--- config.mk ---
export PLATFORM = sky130hd
export DESIGN_NAME = ppu_regfile_flat
export DESIGN_NICKNAME = d
export VERILOG_FILES = /design/src/rtl/ppu_regfile_if.sv /design/src/rtl/ppu_regfile.sv /design/src/flat_wrapper.sv
export SDC_FILE = /design/constraint.sdc
export NUM_CORES = 1
export LEC_CHECK = 0
export BUFFER_PORTS_ARGS = -buffer_cell sky130_fd_sc_hd__buf_2
export CORE_UTILIZATION = 54
export DETAILED_ROUTE_END_ITERATION = 7
export GPL_ROUTABILITY_DRIVEN = 1
export PLACE_DENSITY = 0.81
export SKIP_LAST_GASP = 1
export SYNTH_ARGS = -nofsm -noshare
export SYNTH_HDL_FRONTEND = slang
export SYNTH_SLANG_ARGS = --single-unit
--- constraint.sdc ---
create_clock -name clk -period 2.57 [get_ports clk]
set_input_delay 0.3855 -clock clk [delete_from_list [all_inputs] [get_ports clk]]
set_output_delay 0.3855 -clock clk [all_outputs]
set_load 0.02 [all_outputs]
--- src/rtl/ppu_regfile_if.sv ---
`default_nettype none
// ============================================================================
//  Module   : ppu_regfile_if
//  Brief    : CPU-side register bus between the bus decoder and the PPU
//             register file ($2000-$2007 window).
//  Revision : 1.0  initial release
// ============================================================================
interface ppu_regfile_if;
    logic       ph2_falling;
    logic       slv_mem_cs;
    logic       slv_mem_rnw;
    logic [2:0] slv_mem_addr;
    logic [7:0] slv_mem_din;
    logic [7:0] slv_mem_dout;

    // CPU bus decoder side
    modport master (
        output ph2_falling, slv_mem_cs, slv_mem_rnw, slv_mem_addr, slv_mem_din,
        input  slv_mem_dout
    );

    // Register file side
    modport slave (
        input  ph2_falling, slv_mem_cs, slv_mem_rnw, slv_mem_addr, slv_mem_din,
        output slv_mem_dout
    );
endinterface
`default_nettype wire

--- src/rtl/ppu_regfile.sv ---
`default_nettype none
// ============================================================================
//  Module   : ppu_regfile
//  Brief    : CPU-facing PPU register file: control/mask/status, OAM port,
//             loopy scroll registers (v/t/fine_x/w), buffered PPUDATA with a
//             single-outstanding VRAM request/ack handshake, NMI generation.
//  Revision : 1.0  initial release
// ============================================================================
module ppu_regfile #(
    parameter int VRAM_AW = 14,
    parameter int OAM_AW  = 8,
    parameter int INC_ALT = 32
) (
    input  wire logic               clk,
    input  wire logic               rst,
    ppu_regfile_if.slave            bus,
    input  wire logic               vblank_set,
    input  wire logic               vblank_clr,
    input  wire logic               spr_hit,
    input  wire logic               spr_ovf,
    input  wire logic               inc_hori,
    input  wire logic               inc_vert,
    input  wire logic               copy_hori,
    input  wire logic               copy_vert,
    output logic                    nmi_n,
    output logic [7:0]              ctrl_out,
    output logic [7:0]              mask_out,
    output logic [14:0]             v_out,
    output logic [14:0]             t_out,
    output logic [2:0]              fine_x,
    output logic [VRAM_AW-1:0]      mem_addr,
    output logic [7:0]              mem_wdata,
    output logic                    mem_wr_req,
    output logic                    mem_rd_req,
    input  wire logic               mem_ack,
    input  wire logic [7:0]         mem_rdata,
    output logic [OAM_AW-1:0]       oam_addr,
    output logic [7:0]              oam_wdata,
    output logic                    oam_we,
    input  wire logic [7:0]         oam_rdata,
    output logic                    dat_overrun
);

    logic [7:0]  ctrl, mask, rd_buf, io_latch, dout;
    logic [14:0] v, t, v_nxt, t_nxt, v_step;
    logic        w, vblank_flag, hit_flag, ovf_flag;
    logic        wr, rd, pending, acc_data, render_en;
    logic [7:0]  din;
    logic [2:0]  addr;

    assign din       = bus.slv_mem_din;
    assign addr      = bus.slv_mem_addr;
    assign wr        = bus.ph2_falling & bus.slv_mem_cs & ~bus.slv_mem_rnw;
    assign rd        = bus.ph2_falling & bus.slv_mem_cs &  bus.slv_mem_rnw;
    assign pending   = mem_wr_req | mem_rd_req;
    assign acc_data  = (wr | rd) && (addr == 3'd7);
    assign render_en = |mask[4:3];
    assign v_step    = ctrl[2] ? 15'(INC_ALT) : 15'd1;

    assign nmi_n     = ~(ctrl[7] & vblank_flag);
    assign ctrl_out  = ctrl;
    assign mask_out  = mask;
    assign v_out     = v;
    assign t_out     = t;
    // OAM writes go straight through so the pulse sees the pre-increment address
    assign oam_we    = wr && (addr == 3'd4) && !rst;
    assign oam_wdata = din;
    assign bus.slv_mem_dout = dout;

    // CPU read mux; write-only registers and idle bus reflect the I/O latch
    always_comb begin
        dout = io_latch;
        if (bus.slv_mem_cs && bus.slv_mem_rnw) begin
            case (addr)
                3'd2:    dout = {vblank_flag, hit_flag, ovf_flag, io_latch[4:0]};
                3'd4:    dout = oam_rdata;
                3'd7:    dout = rd_buf;
                default: dout = io_latch;
            endcase
        end
    end

    // Temporary address t: updated by $2000/$2005/$2006 writes
    always_comb begin
        t_nxt = t;
        if (wr) begin
            case (addr)
                3'd0: t_nxt[11:10] = din[1:0];
                3'd5: begin
                    if (!w) begin
                        t_nxt[4:0]   = din[7:3];
                    end else begin
                        t_nxt[9:5]   = din[7:3];
                        t_nxt[14:12] = din[2:0];
                    end
                end
                3'd6: begin
                    if (!w) begin
                        t_nxt[13:8] = din[5:0];
                        t_nxt[14]   = 1'b0;
                    end else begin
                        t_nxt[7:0]  = din;
                    end
                end
                default: ;
            endcase
        end
    end

    // Current address v: renderer ops lowest, then copies, $2007 step, $2006 load
    always_comb begin
        v_nxt = v;
        if (render_en && inc_hori) begin
            if (v_nxt[4:0] == 5'd31) begin
                v_nxt[4:0] = 5'd0;
                v_nxt[10]  = ~v_nxt[10];
            end else begin
                v_nxt[4:0] = v_nxt[4:0] + 5'd1;
            end
        end
        if (render_en && inc_vert) begin
            if (v_nxt[14:12] != 3'd7) begin
                v_nxt[14:12] = v_nxt[14:12] + 3'd1;
            end else begin
                v_nxt[14:12] = 3'd0;
                if (v_nxt[9:5] == 5'd29) begin
                    v_nxt[9:5] = 5'd0;
                    v_nxt[11]  = ~v_nxt[11];
                end else if (v_nxt[9:5] == 5'd31) begin
                    v_nxt[9:5] = 5'd0;
                end else begin
                    v_nxt[9:5] = v_nxt[9:5] + 5'd1;
                end
            end
        end
        if (render_en && copy_hori) begin
            v_nxt[10]  = t[10];
            v_nxt[4:0] = t[4:0];
        end
        if (render_en && copy_vert) begin
            v_nxt[14:11] = t[14:11];
            v_nxt[9:5]   = t[9:5];
        end
        if (acc_data && !pending) begin
            v_nxt = v + v_step;
        end
        if (wr && (addr == 3'd6) && w) begin
            v_nxt = t_nxt;
        end
    end

    // Register state: ctrl/mask, loopy registers, write toggle, OAM address
    always_ff @(posedge clk) begin
        if (rst) begin
            ctrl     <= 8'h00;
            mask     <= 8'h00;
            v        <= 15'd0;
            t        <= 15'd0;
            fine_x   <= 3'd0;
            w        <= 1'b0;
            oam_addr <= '0;
            io_latch <= 8'h00;
        end else begin
            v <= v_nxt;
            t <= t_nxt;
            if (wr) begin
                io_latch <= din;
                case (addr)
                    3'd0: ctrl     <= din;
                    3'd1: mask     <= din;
                    3'd3: oam_addr <= din[OAM_AW-1:0];
                    3'd4: oam_addr <= oam_addr + OAM_AW'(1);
                    3'd5: begin
                        if (!w) fine_x <= din[2:0];
                        w <= ~w;
                    end
                    3'd6: w <= ~w;
                    default: ;
                endcase
            end
            if (rd && (addr == 3'd2)) w <= 1'b0;
        end
    end

    // Status flags: vblank_clr beats any set, a $2002 read beats vblank_set
    always_ff @(posedge clk) begin
        if (rst) begin
            vblank_flag <= 1'b0;
            hit_flag    <= 1'b0;
            ovf_flag    <= 1'b0;
        end else if (vblank_clr) begin
            vblank_flag <= 1'b0;
            hit_flag    <= 1'b0;
            ovf_flag    <= 1'b0;
        end else begin
            if (rd && (addr == 3'd2)) vblank_flag <= 1'b0;
            else if (vblank_set)      vblank_flag <= 1'b1;
            if (spr_hit) hit_flag <= 1'b1;
            if (spr_ovf) ovf_flag <= 1'b1;
        end
    end

    // VRAM handshake: one outstanding request; extra $2007 accesses flag overrun
    always_ff @(posedge clk) begin
        if (rst) begin
            mem_addr    <= '0;
            mem_wdata   <= 8'h00;
            mem_wr_req  <= 1'b0;
            mem_rd_req  <= 1'b0;
            rd_buf      <= 8'h00;
            dat_overrun <= 1'b0;
        end else begin
            if (pending && mem_ack) begin
                if (mem_rd_req) rd_buf <= mem_rdata;
                mem_wr_req <= 1'b0;
                mem_rd_req <= 1'b0;
            end
            if (acc_data) begin
                if (pending) begin
                    dat_overrun <= 1'b1;
                end else begin
                    mem_addr <= v[VRAM_AW-1:0];
                    if (wr) begin
                        mem_wdata  <= din;
                        mem_wr_req <= 1'b1;
                    end else begin
                        mem_rd_req <= 1'b1;
                    end
                end
            end
        end
    end

endmodule
`default_nettype wire

--- src/flat_wrapper.sv ---
// flat-port wrapper written by rule: the top's interface ports become plain ports
module ppu_regfile_flat 
#(
    parameter int VRAM_AW = 14,
    parameter int OAM_AW  = 8,
    parameter int INC_ALT = 32
)
  (clk, rst, vblank_set, vblank_clr, spr_hit, spr_ovf, inc_hori, inc_vert, copy_hori, copy_vert, nmi_n, ctrl_out, mask_out, v_out, t_out, fine_x, mem_addr, mem_wdata, mem_wr_req, mem_rd_req, mem_ack, mem_rdata, oam_addr, oam_wdata, oam_we, oam_rdata, dat_overrun, bus_ph2_falling, bus_slv_mem_cs, bus_slv_mem_rnw, bus_slv_mem_addr, bus_slv_mem_din, bus_slv_mem_dout);
  ppu_regfile_if bus_i ();
  input  wire logic clk;
  input  wire logic rst;
  input  wire logic vblank_set;
  input  wire logic vblank_clr;
  input  wire logic spr_hit;
  input  wire logic spr_ovf;
  input  wire logic inc_hori;
  input  wire logic inc_vert;
  input  wire logic copy_hori;
  input  wire logic copy_vert;
  output logic nmi_n;
  output logic [7:0] ctrl_out;
  output logic [7:0] mask_out;
  output logic [14:0] v_out;
  output logic [14:0] t_out;
  output logic [2:0] fine_x;
  output logic [VRAM_AW-1:0] mem_addr;
  output logic [7:0] mem_wdata;
  output logic mem_wr_req;
  output logic mem_rd_req;
  input  wire logic mem_ack;
  input  wire logic [7:0] mem_rdata;
  output logic [OAM_AW-1:0] oam_addr;
  output logic [7:0] oam_wdata;
  output logic oam_we;
  input  wire logic [7:0] oam_rdata;
  output logic dat_overrun;
  input wire logic [$bits(bus_i.ph2_falling)-1:0] bus_ph2_falling;
  input wire logic [$bits(bus_i.slv_mem_cs)-1:0] bus_slv_mem_cs;
  input wire logic [$bits(bus_i.slv_mem_rnw)-1:0] bus_slv_mem_rnw;
  input wire logic [$bits(bus_i.slv_mem_addr)-1:0] bus_slv_mem_addr;
  input wire logic [$bits(bus_i.slv_mem_din)-1:0] bus_slv_mem_din;
  output wire logic [$bits(bus_i.slv_mem_dout)-1:0] bus_slv_mem_dout;
  assign bus_i.ph2_falling = bus_ph2_falling;
  assign bus_i.slv_mem_cs = bus_slv_mem_cs;
  assign bus_i.slv_mem_rnw = bus_slv_mem_rnw;
  assign bus_i.slv_mem_addr = bus_slv_mem_addr;
  assign bus_i.slv_mem_din = bus_slv_mem_din;
  assign bus_slv_mem_dout = bus_i.slv_mem_dout;
  ppu_regfile #(.VRAM_AW(VRAM_AW), .OAM_AW(OAM_AW), .INC_ALT(INC_ALT)) u_core (.clk(clk), .rst(rst), .bus(bus_i), .vblank_set(vblank_set), .vblank_clr(vblank_clr), .spr_hit(spr_hit), .spr_ovf(spr_ovf), .inc_hori(inc_hori), .inc_vert(inc_vert), .copy_hori(copy_hori), .copy_vert(copy_vert), .nmi_n(nmi_n), .ctrl_out(ctrl_out), .mask_out(mask_out), .v_out(v_out), .t_out(t_out), .fine_x(fine_x), .mem_addr(mem_addr), .mem_wdata(mem_wdata), .mem_wr_req(mem_wr_req), .mem_rd_req(mem_rd_req), .mem_ack(mem_ack), .mem_rdata(mem_rdata), .oam_addr(oam_addr), .oam_wdata(oam_wdata), .oam_we(oam_we), .oam_rdata(oam_rdata), .dat_overrun(dat_overrun));
endmodule
==> impl_results.md, run 1 <==
* R2R depth at 7
* Top layer in use: met4
* P per Cell Area at 484 mW/mm^2
* Sequential-to-total area share from yosys stat at a little under two fifths
* Predominant post-synthesis flop cell: dfxtp_1
* Drt drc at 0
* Worst path arrival time at 1.96 ns
* Number of flops mapped to enable cells by yosys at 0
* Slew Viols, Final at 0
* TritonCTS clock tree: built
* Minimum clock period after layout at roughly 2.3 ns
* Worst skew pair latency at 0.38 ns
* Cell-internal power at roughly 2.3 mW
* WL final at 17000 um
* CP Capture Type: primary output
* Sequential share of power at 52.0%
* Syn_nets at 759
* Flops & latches, synth at 102
* Largest cells by area after synthesis: dfxtp_1, nand2_1, a21oi_1
* Most instantiated cells after synthesis: nand2_1, dfxtp_1, a21oi_1, nor2_1, clkbuf_1
* Initial Util at 56.0%
* R2r endpoint: u_core.v_out[11]
* Final global-route overflow total at 0
* Bufs and invs on worst path at 4
* Worst setup SP type: primary input
* Cell Area, Synth at 0.00550 mm^2
* # hold bufs at CTS at 0
* DIE AREA at around 0.011 mm^2
* Die H at 103 um
* Via/cell ratio at approximately 6.0
* Clock Path Buffers at 2
* Nets@finish at 863
* Hold Violations, Final at 0
* CP max-delay cell: and2b_1
* Proportion of layout cells with a drive suffix above 1 at 23.8%
* Comb power frac at 10.6%
* First-pass GRT wire length at approximately 26000 um
* Hold path start: vblank_clr
* Post-synth ARST share at 0%
* CP Data Required Time at 2.18 ns
* Maximum vdd drop at 0.362 mV
* Syn_area_per_cell at 7.77 um^2
* Reg2reg start: u_core.ctrl_out[2]
* Tot GR Track Use at 32.9%
* Most numerous cell in the Yosys netlist: nand2_1
* Switching power at 0.831 mW
* Tcrit/Tclk final at 91.3%
* Buffers on Ports at 140
* Area grow syn2layout at 17.3%
* Maximum number of pins on one net before global-route repair at 35
* Ordered list of cells on the worst path: buf_2 > buf_4 > and2b_1 > nor3_1 > a211oi_1 > buf_4 > a21oi_1 > a31oi_1 > buf_2
* Initial antenna violation count at 0
* Core Area at 0.00982 mm^2
* Post-CTS Resized at 0
* Net Sw Frac at between 20% and 30%
* Reg2reg setup slack at roughly 0.34 ns
* Reg clk slew, reported paths at ~0.1 ns
* Post-DP HPWL at 12100 um
* Post-synth top area cell: dfxtp_1
* Setup violations, final at 0
* Unrepaired setup endpoints after global routing: no
* Max FO, Critical Path at 16
* Leakage at 2.70 nW
* Die Wd at 103 um
* Hold endpoint: u_core.hit_flag
* Fmax achieved at around 430 MHz
* WL met2 at 7950 um
* Diode count at 0
* Vias in the first global route at roughly 5.1k
* Count of distinct cell types in the synthesized netlist at 67
* Top cell type's share of synthesized area at 37.2%
* Hold Path Stages at 2
* Routed Antenna Nets at 0
* Met1 WL at approximately 7100 um
* Setup WS post-layout at about 0.22 ns
* Initial drt markers at approximately 400
* CTS buffer count at 9
* Critical Path Max Stage Delay at 0.26 ns
* Dpl ws at 0.241 ns
* Post CTS Setup Buffer Count at 0
* Synth Instances at 707
* Crit Path Class: primary input to primary output
* FILL cells at just under 900
* Metal3 WL at 1530 um
* Routability Congestion at ~0.9
* Worst Hold Class: primary input to flip-flop
* Clock Tree Root: clkbuf_8
* Clock power share at 37.4%
* H-tree levels at 3
* Worst-Margin Slew at 0.585 ns
* Io pins at 141
* Rows at 36
* Ys Warns at 0
* Family with the most delay on the worst path: buffers and inverters
* Maxcap violations at 0
* CTS sink cnt at 102
* Max_slew headroom at roughly three fifths
* WL per Instance at 17.9 um
* Final Skew at 0.0140 ns
* Vias at 5732
* Setup_tns at 0 ns
* Status: completed
* Drt first pass iters at 7
[power groups by stage]
| stage | clock [mW] | sequential (mW) | combinational (mW) |
|---|---|---|---|
| after floorplan | 0 | 1.67 | 0.199 |
| after global placement | 0 | 1.66 | 0.317 |
| after detailed placement | 0 | 1.66 | 0.324 |
| after CTS | 1.17 | 1.62 | 0.324 |
| after global routing | 1.22 | 1.63 | 0.358 |
| final | 1.17 | 1.62 | 0.330 |
[worst register-to-register path: stages, from the launching register on]
cell and delay [ns]:
dfxtp_1 0.46, inv_1 0.08, ha_1 0.23, and3_1 0.22
a41oi_1 0.44, nor3_1 0.17, a2111oi_0 0.42, nor4_1 0.09
[area by class of cell]
| class | count | area (um^2) | share of cell area (%) |
|---|---|---|---|
| multi-input combinational | 527 | 3100 | 48.1 |
| sequential | 102 | 2040 | 31.7 |
| timing repair buffer | 163 | 888 | 13.8 |
| tap | 133 | 166 | 2.58 |
| clock buffer | 11 | 141 | 2.19 |
| clock inverter | 4 | 80.1 | 1.24 |
| inverter | 8 | 30.0 | 0.466 |
[cell usage in the layout (no fill, tap or decap), types with 5 or more instances in the layout]
master	instances
inv_1	8
nand2_1	123
mux2i_1	30
o21ai_0	27
nand4_1	7
ha_1	11
mux2_2	9
dfxtp_1	102
a22oi_1	15
a21oi_1	76
buf_2	139
and3_1	10
a211oi_1	8
o22ai_1	5
nor3_1	19
nor2_1	61
nand3_1	24
buf_4	23
clkbuf_8	10
a31oi_1	10
nor4_1	5
xnor2_1	9
[registers in the layout, indices dropped and copies added (netlist names)]
name	cells
u_core.oam_addr	8
u_core.vblank_flag	1
u_core.t_out	15
u_core.mem_addr	14
u_core.rd_buf	8
u_core.fine_x	3
u_core.mem_wdata	8
u_core.ctrl_out	8
u_core.dat_overrun	1
u_core.ovf_flag	1
u_core.io_latch	8
u_core.w	1
u_core.v_out	15
u_core.mem_rd_req	1
u_core.hit_flag	1
u_core.mem_wr_req	1
u_core.mask_out	8
[cells by family after synthesis]
kind of cell	synth area share [%]
DFF	37.2
buffers and inverters	6.53
muxes	7.31
xor gates and xnor gates	1.75
adders and majority gates	2.50
AOI/OAI and AO/OA	21.6
and+or+nand+nor	23.1
[worst max-delay path by stage]
stage	startpoint	to	slack, ns	cells past startpoint
2_1_floorplan	bus_slv_mem_addr[1]	bus_slv_mem_dout[5]	0.24	7
3_3_place_gp	bus_slv_mem_addr[2]	bus_slv_mem_dout[1]	0.30	9
3_5_place_dp	bus_slv_mem_addr[2]	bus_slv_mem_dout[2]	0.24	9
4_1_cts	bus_slv_mem_addr[2]	bus_slv_mem_dout[2]	0.24	9
5_1_grt	bus_slv_mem_addr[2]	bus_slv_mem_dout[0]	0.06	9
6_report	bus_slv_mem_addr[2]	bus_slv_mem_dout[3]	0.22	9
[metrics by stage]
stage | utilization, % | area, um^2 | power [mW] | hold slack [ns] | std cells
after global placement | 63.4 | 6230 | 1.97 | 0.438 | 933
final | 65.7 | 6450 | 3.12 | 0.205 | 948
after floorplan | - | 5500 | 1.87 | 0.436 | 707
after CTS | 65.7 | 6450 | 3.11 | 0.206 | 948
after detailed placement | 63.4 | 6230 | 1.98 | 0.445 | 933
after global routing | 65.7 | 6450 | 3.21 | 0.204 | 948
[per-layer routing]
metal,up-vias,track usage (%)
li1,2729,-
met1,2688,44.1
met2,283,51.8
met3,32,5.49
met4,0,15.0
met5,-,0
No activity file was read; power rests on OpenSTA's default activity.
==> run 2: changes to the inputs <==
--- a/config.mk
+++ b/config.mk
@@ -10,6 +10,7 @@
 export DETAILED_ROUTE_END_ITERATION = 7
 export GPL_ROUTABILITY_DRIVEN = 1
 export PLACE_DENSITY = 0.81
+export REMOVE_ABC_BUFFERS = 1
 export SKIP_LAST_GASP = 1
 export SYNTH_ARGS = -nofsm -noshare
 export SYNTH_HDL_FRONTEND = slang
==> run 2 against run 1 <==
  * Register-to-register slack gained 0.02 ns
  * Critical path depth shrank 1
  * Global-route usage shrank 1.1 points
  * Core utilization grew 0.17 points
  * Final cell count grew 0.11%
  * Critical path type unchanged
==> impl_results.md, run 2 (synthesis gave the netlist of run 1 again) <==
* Design Area, Final at 0.00646 mm^2 (was 0.00645 mm^2)
* Leakage at 2.70 nW (about the same)
* CTS sink cnt at 102 (unchanged)
* Final Skew at 0.0121 ns (was 0.0140 ns)
* R2r endpoint: u_core.v_out[7] (was u_core.v_out[11])
* Reg2reg setup slack at 0.36 ns (was 0.34 ns)
* Reg clk slew, reported paths at 0.10 ns (about the same)
* Worst setup SP type: primary input (unchanged)
* DIE AREA at 0.0106 mm^2 (unchanged)
* Final global-route overflow total at 0 (unchanged)
* Crit path to: bus_slv_mem_dout[0] (was bus_slv_mem_dout[3])
* Initial antenna violation count at 0 (unchanged)
* P per Cell Area at 472 mW/mm^2 (was 484 mW/mm^2)
* R2R depth at 8 (was 7)
* WL per Instance at 17.4 um (was 17.9 um)
* Crit Path Class: primary input to primary output (unchanged)
* Commonest non-fill, non-tap cell in the layout: buf_2 (unchanged)
* Reg area at 0.00204 mm^2 (unchanged)
* Dpl ws at 0.243 ns (was 0.241 ns)
* Reg2reg start: u_core.v_out[5] (was u_core.ctrl_out[2])
* Buffers on Ports at 140 (unchanged)
* Worst path arrival time at 1.90 ns (was 1.96 ns)
* Proportion of layout cells with a drive suffix above 1 at 24.1% (was 23.8%)
* Tcrit/Tclk final at 89.0% (was 91.3%)
* Setup WS post-layout at 0.282 ns (was 0.225 ns)
* Max FO, Critical Path at 16 (unchanged)
* Bufs and invs on worst path at 3 (was 4)
* Core Area at 0.00982 mm^2 (unchanged)
* Vias in the first global route at 5203 (was 5113)
* Worst-Margin Slew at 0.624 ns (was 0.585 ns)
* Ordered list of cells on the worst path: buf_2 > nor2b_1 > nor3_1 > a211oi_1 > buf_4 > a21oi_1 > a31oi_1 > buf_2 (was buf_2 > buf_4 > and2b_1 > nor3_1 > a211oi_1 > buf_4 > a21oi_1 > a31oi_1 > buf_2)
* Top cell by count, worst path: buf_2
* Nets@finish at 865 (was 863)
* Most frequent cells in the layout: buf_2, nand2_1, dfxtp_1 (unchanged)
* First-pass GRT wire length at 25800 um (was 26400 um)
* Tot GR Track Use at 31.7% (was 32.9%)
* Unrepaired setup endpoints after global routing: no (unchanged)
* Initial Util at 56.0% (unchanged)
* # hold bufs at CTS at 0 (unchanged)
* WL final at 16600 um (was 17000 um)
* Routed Antenna Nets at 0 (unchanged)
* CP Capture Type: primary output (unchanged)
* CP max-delay cell: nor2b_1 (was and2b_1)
* FILL cells at 881 (was 887)
* Drt first pass iters at 5 (was 7)
* Maximum number of pins on one net before global-route repair at 50 (was 35)
* Fmax achieved at 437 MHz (was 426 MHz)
* CTS buffer count at 9 (unchanged)
* Status: completed (unchanged)
* Area grow syn2layout at 17.6% (was 17.3%)
* Maxcap violations at 0 (unchanged)
* CP Depth at 8 (was 9)
* Die Wd at 103 um (unchanged)
* Family with the most delay on the worst path: buffers and inverters (unchanged)
* H-tree levels at 3 (unchanged)
* Worst skew pair latency at 0.35 ns (was 0.38 ns)
* Io pins at 141 (unchanged)
* Hold_ws at 0.221 ns (was 0.205 ns)
* Max_slew headroom at 58.1% (was 60.7%)
* Worst Hold Class: primary input to flip-flop (unchanged)
* Post-DP HPWL at 12000 um (was 12100 um)
* Slew Viols, Final at 0 (unchanged)
* Drt drc at 0 (unchanged)
* Routability Congestion at 0.900 (about the same)
* Post CTS Setup Buffer Count at 0 (unchanged)
* Post-CTS Resized at 0 (unchanged)
* Setup violations, final at 0 (unchanged)
* Initial drt markers at 428 (was 399)
* Hold Violations, Final at 0 (unchanged)
* Maximum vdd drop at 0.297 mV (was 0.362 mV)
* Crit path from: bus_slv_mem_addr[1] (was bus_slv_mem_addr[2])
* CP Data Required Time at 2.18 ns (about the same)
* TritonCTS clock tree: built (unchanged)
* Critical Path Max Stage Delay at 0.29 ns (was 0.26 ns)
* Clock Tree Root: clkbuf_8 (unchanged)
* Setup_tns at 0 ns (unchanged)
* Rows at 36 (unchanged)
* Minimum clock period after layout at 2.29 ns (was 2.35 ns)
* Die H at 103 um (unchanged)
* Vias at 5752 (was 5732)
* Placed instance area at 0.00626 mm^2 (was 0.00623 mm^2)
* Via/cell ratio at 6.06 (was 6.05)
* Diode count at 0 (unchanged)
* Util after Layout at 65.8% (was 65.7%)
* Clock Path Buffers at 2 (unchanged)
* Multi-input logic area at 0.00310 mm^2 (about the same)
## run 2: routing by layer
metal,up-vias,GRT usage [%],wire length [um],share of wire (%)
li1,2715,-,-,-
met3,40,4.81,1380,8.3
met4,0,11.8,389,2.3
met2,294,53.5,7880,48
met5,-,0,0,0
met1,2703,41.0,6910,42
## run 2: worst min-delay path by stage
stage | startpoint | to | slack, ns | depth (start not counted)
after CTS | vblank_clr | u_core.ovf_flag | 0.21 | 2
after global placement | u_core.mem_addr[0] | u_core.mem_addr[0] | 0.44 | 2
final | vblank_clr | u_core.ovf_flag | 0.22 | 2
after floorplan | u_core.rd_buf[0] | u_core.rd_buf[0] | 0.43 | 2
after global routing | vblank_clr | u_core.ovf_flag | 0.21 | 2
after detailed placement | u_core.ctrl_out[5] | u_core.ctrl_out[5] | 0.44 | 2
## run 2: cell type report
cell class	instances	area share (%)
Clock inverter	5	1.30
Timing Repair Buffer	165	14.2
Clock buffer	9	1.92
Tap cell	133	2.57
Sequential cell	102	31.6
Inverter	8	0.464
Multi-Input combinational cell	527	48.0
## run 2: stage by stage
stage	std cells	power, mW
5_1_grt	949	3.15
2_1_floorplan	637	1.80
4_1_cts	949	3.06
3_5_place_dp	935	1.98
3_3_place_gp	935	1.98
6_report	949	3.05
## run 2: where the power goes
group	internal [mW]	switching, mW
Sequential	1.60	0.0244
Combinational	0.111	0.216
Clock	0.542	0.558
Total	2.25	0.799
## run 2: worst reg2reg max path, delay by kind of cell, from the launching register on
family                     cells  cell delay [ns]
AOI/OAI and AO/OA              5             1.14
adders and majority gates      2             0.42
and+or+nand+nor                1             0.19
DFF                            1             0.40
